$ cat config.mk
export PLATFORM = sky130hd
export DESIGN_NAME = codificator_instructiuni_flat
export DESIGN_NICKNAME = d
export VERILOG_FILES = /design/src/rtl/codificator_instructiuni_if.sv /design/src/rtl/codificator_instructiuni.sv /design/src/flat_wrapper.sv
export SDC_FILE = /design/constraint.sdc
export NUM_CORES = 1
export LEC_CHECK = 0
export CORE_AREA = 2 2 93 95
export DETAILED_ROUTE_END_ITERATION = 16
export DIE_AREA = 0 0 95 97
export PLACE_DENSITY_LB_ADDON = 0.08
export SYNTH_ARGS = -nofsm -noshare
export SYNTH_HDL_FRONTEND = slang
export SYNTH_SLANG_ARGS = --single-unit
$ cat constraint.sdc
create_clock -name clk -period 2.54 [get_ports clk]
set_input_delay 0.254 -clock clk [delete_from_list [all_inputs] [get_ports clk]]
set_output_delay 0.254 -clock clk [all_outputs]
set_load 0.005 [all_outputs]
$ cat src/rtl/codificator_instructiuni_if.sv
// Field-input and instruction-memory write signals of the instruction encoder.
// slave is the encoder's view; master is the program-load source plus memory side.
interface codificator_instructiuni_if #(
    parameter int ADDR_W = 8
);
    logic              in_valid;
    logic              in_ready;
    logic              format;
    logic [3:0]        opcode;
    logic [3:0]        rs;
    logic [3:0]        rt;
    logic [3:0]        rd;
    logic [7:0]        immediate;
    logic              load_addr;
    logic [ADDR_W-1:0] start_addr;
    logic              mem_we;
    logic [ADDR_W-1:0] mem_addr;
    logic [15:0]       mem_wdata;
    logic              mem_ready;
    logic              mem_full;
    logic              busy;
    logic [ADDR_W:0]   word_count;

    modport slave (
        input  in_valid, format, opcode, rs, rt, rd, immediate,
        input  load_addr, start_addr, mem_ready,
        output in_ready, mem_we, mem_addr, mem_wdata, mem_full, busy, word_count
    );

    modport master (
        output in_valid, format, opcode, rs, rt, rd, immediate,
        output load_addr, start_addr, mem_ready,
        input  in_ready, mem_we, mem_addr, mem_wdata, mem_full, busy, word_count
    );
endinterface

$ cat src/rtl/codificator_instructiuni.sv
// Packs R/I-type fields into 16-bit instruction words and streams them through a
// small FIFO into sequential instruction-memory addresses.
module codificator_instructiuni #(
    parameter int ADDR_W     = 8,
    parameter int FIFO_DEPTH = 4
) (
    input  logic                       clk,
    input  logic                       rst,
    codificator_instructiuni_if.slave  bus,
    output logic [1:0]                 fsm_state
);
    localparam int PTR_W = (FIFO_DEPTH > 1) ? $clog2(FIFO_DEPTH) : 1;
    localparam logic [PTR_W:0]    DEPTH     = (PTR_W+1)'(FIFO_DEPTH);
    localparam logic [ADDR_W-1:0] LAST_ADDR = '1;

    localparam logic [1:0] S_IDLE    = 2'd0;
    localparam logic [1:0] S_WRITE   = 2'd1;
    localparam logic [1:0] S_MEMFULL = 2'd2;

    // Handshakes: a field set is accepted on in_valid && in_ready, and a word is
    // written on mem_we && mem_ready; mem_we/mem_addr/mem_wdata hold while mem_ready is low.
    logic [15:0]       fifo_mem [FIFO_DEPTH];
    logic [PTR_W-1:0]  wr_ptr;
    logic [PTR_W-1:0]  rd_ptr;
    logic [PTR_W:0]    count;
    logic [1:0]        state;
    logic [1:0]        state_next;
    logic [ADDR_W-1:0] addr;
    logic [ADDR_W:0]   words;
    logic [15:0]       encoded;
    logic              fifo_full;
    logic              fifo_empty;
    logic              mem_full;
    logic              ready;
    logic              we;
    logic              push;
    logic              pop;

    assign encoded    = bus.format ? {bus.opcode, bus.rs, bus.immediate}
                                   : {bus.opcode, bus.rs, bus.rt, bus.rd};
    assign fifo_full  = (count == DEPTH);
    assign fifo_empty = (count == '0);
    assign mem_full   = (state == S_MEMFULL);

    // in_ready only looks at registered flags, so a push never lands on a full FIFO.
    assign ready = !rst && !fifo_full && !mem_full && !bus.load_addr;
    assign we    = !fifo_empty && !mem_full;
    assign push  = bus.in_valid && ready;
    assign pop   = we && bus.mem_ready;

    assign bus.in_ready   = ready;
    assign bus.mem_we     = we;
    assign bus.mem_addr   = addr;
    assign bus.mem_wdata  = we ? fifo_mem[rd_ptr] : 16'h0000;
    assign bus.mem_full   = mem_full;
    assign bus.busy       = !fifo_empty;
    assign bus.word_count = words;
    assign fsm_state      = state;

    always_comb begin
        state_next = state;
        case (state)
            S_IDLE: begin
                if (push) state_next = S_WRITE;
            end
            S_WRITE: begin
                if (pop && addr == LAST_ADDR)                   state_next = S_MEMFULL;
                else if (pop && !push && count == (PTR_W+1)'(1)) state_next = S_IDLE;
            end
            S_MEMFULL: state_next = S_MEMFULL;
            default:   state_next = S_IDLE;
        endcase
    end

    always_ff @(posedge clk) begin
        if (push) fifo_mem[wr_ptr] <= encoded;
    end

    always_ff @(posedge clk) begin
        if (rst) begin
            state  <= S_IDLE;
            wr_ptr <= '0;
            rd_ptr <= '0;
            count  <= '0;
            addr   <= '0;
            words  <= '0;
        end else if (bus.load_addr) begin
            // A write the memory takes in this cycle is deliberately not counted.
            state  <= S_IDLE;
            wr_ptr <= '0;
            rd_ptr <= '0;
            count  <= '0;
            addr   <= bus.start_addr;
            words  <= '0;
        end else begin
            state <= state_next;
            if (push) wr_ptr <= wr_ptr + PTR_W'(1);
            if (pop) begin
                rd_ptr <= rd_ptr + PTR_W'(1);
                addr   <= addr + ADDR_W'(1);
                words  <= words + (ADDR_W+1)'(1);
            end
            case ({push, pop})
                2'b10:   count <= count + (PTR_W+1)'(1);
                2'b01:   count <= count - (PTR_W+1)'(1);
                default: count <= count;
            endcase
        end
    end
endmodule

$ cat src/flat_wrapper.sv
// flat-port wrapper written by rule: the top's interface ports become plain ports
module codificator_instructiuni_flat 
#(
    parameter int ADDR_W     = 8,
    parameter int FIFO_DEPTH = 4
)
  (clk, rst, fsm_state, bus_in_valid, bus_format, bus_opcode, bus_rs, bus_rt, bus_rd, bus_immediate, bus_load_addr, bus_start_addr, bus_mem_ready, bus_in_ready, bus_mem_we, bus_mem_addr, bus_mem_wdata, bus_mem_full, bus_busy, bus_word_count);
  codificator_instructiuni_if #(.ADDR_W(ADDR_W)) bus_i ();
  input  logic clk;
  input  logic rst;
  output logic [1:0] fsm_state;
  input wire logic [$bits(bus_i.in_valid)-1:0] bus_in_valid;
  input wire logic [$bits(bus_i.format)-1:0] bus_format;
  input wire logic [$bits(bus_i.opcode)-1:0] bus_opcode;
  input wire logic [$bits(bus_i.rs)-1:0] bus_rs;
  input wire logic [$bits(bus_i.rt)-1:0] bus_rt;
  input wire logic [$bits(bus_i.rd)-1:0] bus_rd;
  input wire logic [$bits(bus_i.immediate)-1:0] bus_immediate;
  input wire logic [$bits(bus_i.load_addr)-1:0] bus_load_addr;
  input wire logic [$bits(bus_i.start_addr)-1:0] bus_start_addr;
  input wire logic [$bits(bus_i.mem_ready)-1:0] bus_mem_ready;
  output wire logic [$bits(bus_i.in_ready)-1:0] bus_in_ready;
  output wire logic [$bits(bus_i.mem_we)-1:0] bus_mem_we;
  output wire logic [$bits(bus_i.mem_addr)-1:0] bus_mem_addr;
  output wire logic [$bits(bus_i.mem_wdata)-1:0] bus_mem_wdata;
  output wire logic [$bits(bus_i.mem_full)-1:0] bus_mem_full;
  output wire logic [$bits(bus_i.busy)-1:0] bus_busy;
  output wire logic [$bits(bus_i.word_count)-1:0] bus_word_count;
  assign bus_i.in_valid = bus_in_valid;
  assign bus_i.format = bus_format;
  assign bus_i.opcode = bus_opcode;
  assign bus_i.rs = bus_rs;
  assign bus_i.rt = bus_rt;
  assign bus_i.rd = bus_rd;
  assign bus_i.immediate = bus_immediate;
  assign bus_i.load_addr = bus_load_addr;
  assign bus_i.start_addr = bus_start_addr;
  assign bus_i.mem_ready = bus_mem_ready;
  assign bus_in_ready = bus_i.in_ready;
  assign bus_mem_we = bus_i.mem_we;
  assign bus_mem_addr = bus_i.mem_addr;
  assign bus_mem_wdata = bus_i.mem_wdata;
  assign bus_mem_full = bus_i.mem_full;
  assign bus_busy = bus_i.busy;
  assign bus_word_count = bus_i.word_count;
  codificator_instructiuni #(.ADDR_W(ADDR_W), .FIFO_DEPTH(FIFO_DEPTH)) u_core (.clk(clk), .rst(rst), .bus(bus_i), .fsm_state(fsm_state));
endmodule
==> results <==
-- layout make-up --
type	count	area (sq um)	share of cell area
Clock buffer	9	124	0.0239
Sequential cell	92	2480	0.479
Clock inverter	7	96.3	0.0186
Timing Repair Buffer	91	886	0.171
Tap cell	105	131	0.0253
Inverter	15	63.8	0.0123
Multi-Input combinational cell	158	1400	0.270
-- flip-flops by register name, indices dropped and copies added (netlist names), named ones only --
name,flops
u_core.bus.mem_addr,8
u_core.wr_ptr,2
u_core.rd_ptr,2
u_core.fsm_state,2
u_core.bus.word_count,9
u_core.count,3
u_core.fifo_mem,64
-- power by group through the flow --
stage                     clock network (mW)  logic [mW]  registers [mW]
after floorplan                            0       0.109            1.67
after global placement                     0       0.245            1.68
after detailed placement                   0       0.249            1.68
after CTS                               1.10       0.250            1.64
after global routing                    1.15       0.272            1.65
final                                   1.07       0.248            1.64
-- per-layer routing --
layer | track usage | wire length, microns | up-vias
met5 | 0 | 0 | -
met4 | 0.0669 | 118 | 0
met3 | 0.0280 | 251 | 10
met2 | 0.294 | 3790 | 54
met1 | 0.235 | 3450 | 1221
li1 | - | - | 1229
-- logic make-up after synthesis --
kind of cell	synth area share
adders and majority gates	0.0342
xor gates and xnor gates	0.0283
buffers and inverters	0.0354
AOI/OAI and AO/OA	0.0426
muxes	0.122
and+or+nand+nor	0.121
DFF	0.617
-- path summary, 6_finish.rpt --
check / from / end / slack, ps / depth (start not counted)
setup / recovery: flop / bus_mem_wdata[15] / 220 / 4
hold / removal: bus_start_addr[7] / u_core.bus.mem_addr[7]$_SDFFE_PP0P_ / 460 / 3
setup reg to reg: u_core.count[0]$_SDFFE_PP0P_ / u_core.count[2]$_SDFFE_PP0P_ / 420 / 9
hold reg to reg: u_core.bus.word_count[8]$_SDFFE_PP0P_ / u_core.bus.word_count[8]$_SDFFE_PP0P_ / 490 / 2
-- cells in the mapped netlist (5+ instances only) --
cell type / number / area, sq um
a211oi_1: 9 / 67.6
or3_1: 5 / 31.3
edfxtp_1: 64 / 1920
and3_1: 18 / 113
mux4_2: 16 / 360
nand2_1: 7 / 26.3
dfxtp_1: 28 / 561
nor2_1: 20 / 75.1
xnor2_1: 7 / 61.3
nand4_1: 5 / 31.3
and2_1: 5 / 31.3
inv_1: 13 / 48.8
mux2_2: 8 / 90.1
a21oi_1: 6 / 30.0
clkbuf_1: 9 / 33.8
ha_1: 11 / 138
xor2_1: 6 / 52.6
-- worst reg2reg max path, cell delays in order, from the launching register on --
cell	delay [ps]
dfxtp_1	350
inv_1	90
ha_1	160
nor2b_2	220
clkinv_4	190
nand3_2	130
inv_1	50
ha_1	340
or3_1	380
a21oi_1	140
-- stage by stage --
stage | cells | power (mW) | setup slack [ps] | utilization | cell area, sq um
floorplan | 281 | 1.78 | 527 | - | 4020
global placement | 461 | 1.92 | 378 | 0.610 | 4960
detailed placement | 461 | 1.93 | 316 | 0.610 | 4960
CTS | 477 | 2.99 | 133 | 0.637 | 5180
global route | 477 | 3.06 | 68.7 | 0.637 | 5180
finish | 477 | 2.96 | 222 | 0.637 | 5180
==> impl_metrics.env <==
export IMPL_numPortBuffers=76
export IMPL_ys_flop_type="edfxtp_1"
export IMPL_path_clk_slew_ps=90
export IMPL_drtAntennaViolNets=0
export IMPL_setup_viol=0
export IMPL_place_congestion=0.792
export IMPL_cts_sinks=92
export IMPL_cts_made_buffers=9
export IMPL_wire_per_inst_microns=15.9
export IMPL_slew_viol_final=0
export IMPL_p_leak_nw=1.81
export IMPL_h_tree_depth=3
export IMPL_clkPwrFrac=0.361
export IMPL_slowest_delay_ps=510
export IMPL_setup_tns_ps=0
export IMPL_syn_area_sq_um=4020
export IMPL_hold_viol=0
export IMPL_layout_drive_gt1_share=0.177
export IMPL_tightest_slew_ps=426
export IMPL_finClkSkew_ps=5.08
export IMPL_min_period_over_period=0.913
export IMPL_post_cts_buffers=0
export IMPL_critical_path_arrival_ps=2060
export IMPL_cp_end_kind="primary output"
export IMPL_synth_cells=281
export IMPL_clkLatencyLatePin_ps=350
export IMPL_maxCapViolCount=0
export IMPL_root_buffer="clkbuf_8"
export IMPL_dieHeight_microns=97
export IMPL_antenna_found_initial=0
export IMPL_grt_pass1_vias=2486
export IMPL_p_sw_frac=0.210
export IMPL_synth_seq_cells=92
export IMPL_synth_edf_count=64
export IMPL_crit_buf_inv=2
export IMPL_grt_use_total=0.178
export IMPL_synth_seq_area_share=0.617
export IMPL_grt_pass1_wl_microns=12300
export IMPL_cts_buffer_depth=2
export IMPL_cts_resized=0
export IMPL_vdd_ir_drop_worst_mv=0.301
export IMPL_drtIter0Drc=124
export IMPL_ys_async_sr_fraction=0
export IMPL_crit_chain="buf_12, mux4_2, and3_1, clkdlybuf4s50_1"
export IMPL_required_ps=2290
export IMPL_grt_max_degree=23
export IMPL_period_minus_slack_ps=2320
export IMPL_final_nets=416
export IMPL_drt_total_wl_microns=7610
export IMPL_num_vias=2514
export IMPL_start_util=0.495
export IMPL_start_kind="flop"
export IMPL_ys_warn_count=0
export IMPL_worstPathMaxFanout=16
export IMPL_die_area_sq_um=9220
export IMPL_fmax_mhz=431
export IMPL_fp_dieW_microns=95
export IMPL_maxSlewHeadroom=0.716
export IMPL_layout_commonest_cell="clkdlybuf4s50_1"
export IMPL_cts_tree="done"
export IMPL_rsz0062_at_grt="no"
export IMPL_path_class="reg2out"
export IMPL_area_growth_pct=28.9
export IMPL_power_switching_mw=0.621
export IMPL_rows=33
export IMPL_io_pin_count=77
export IMPL_grt_remaining_overflow=0
export IMPL_drc_errors=0
export IMPL_crit_family="buffers and inverters"
export IMPL_power_density_nw_per_um2=570
export IMPL_pwr_share_seq=0.556
export IMPL_antenna_cells=0
export IMPL_cellInternalPower_mw=2.34
export IMPL_dp_hpwl_microns=5200
export IMPL_first_pass_iters=6
export IMPL_fill_cells=641
export IMPL_status="completed"
export IMPL_final_cell_mix="clkdlybuf4s50_1, edfxtp_1, dfxtp_1"
export IMPL_avgSynthCellArea_sq_um=14.3
export IMPL_core_sq_um=8130
export IMPL_hold_buffers=0
export IMPL_hold_class="in2reg"
export IMPL_via_per_inst=5.27
export IMPL_pwr_share_comb=0.084
export IMPL_hold_slack_ps=458
export IMPL_cp_slowest_cell="mux4_2"
export IMPL_synth_nets=330
export IMPL_ys_types=42
Power figures use the tool's default switching activity.
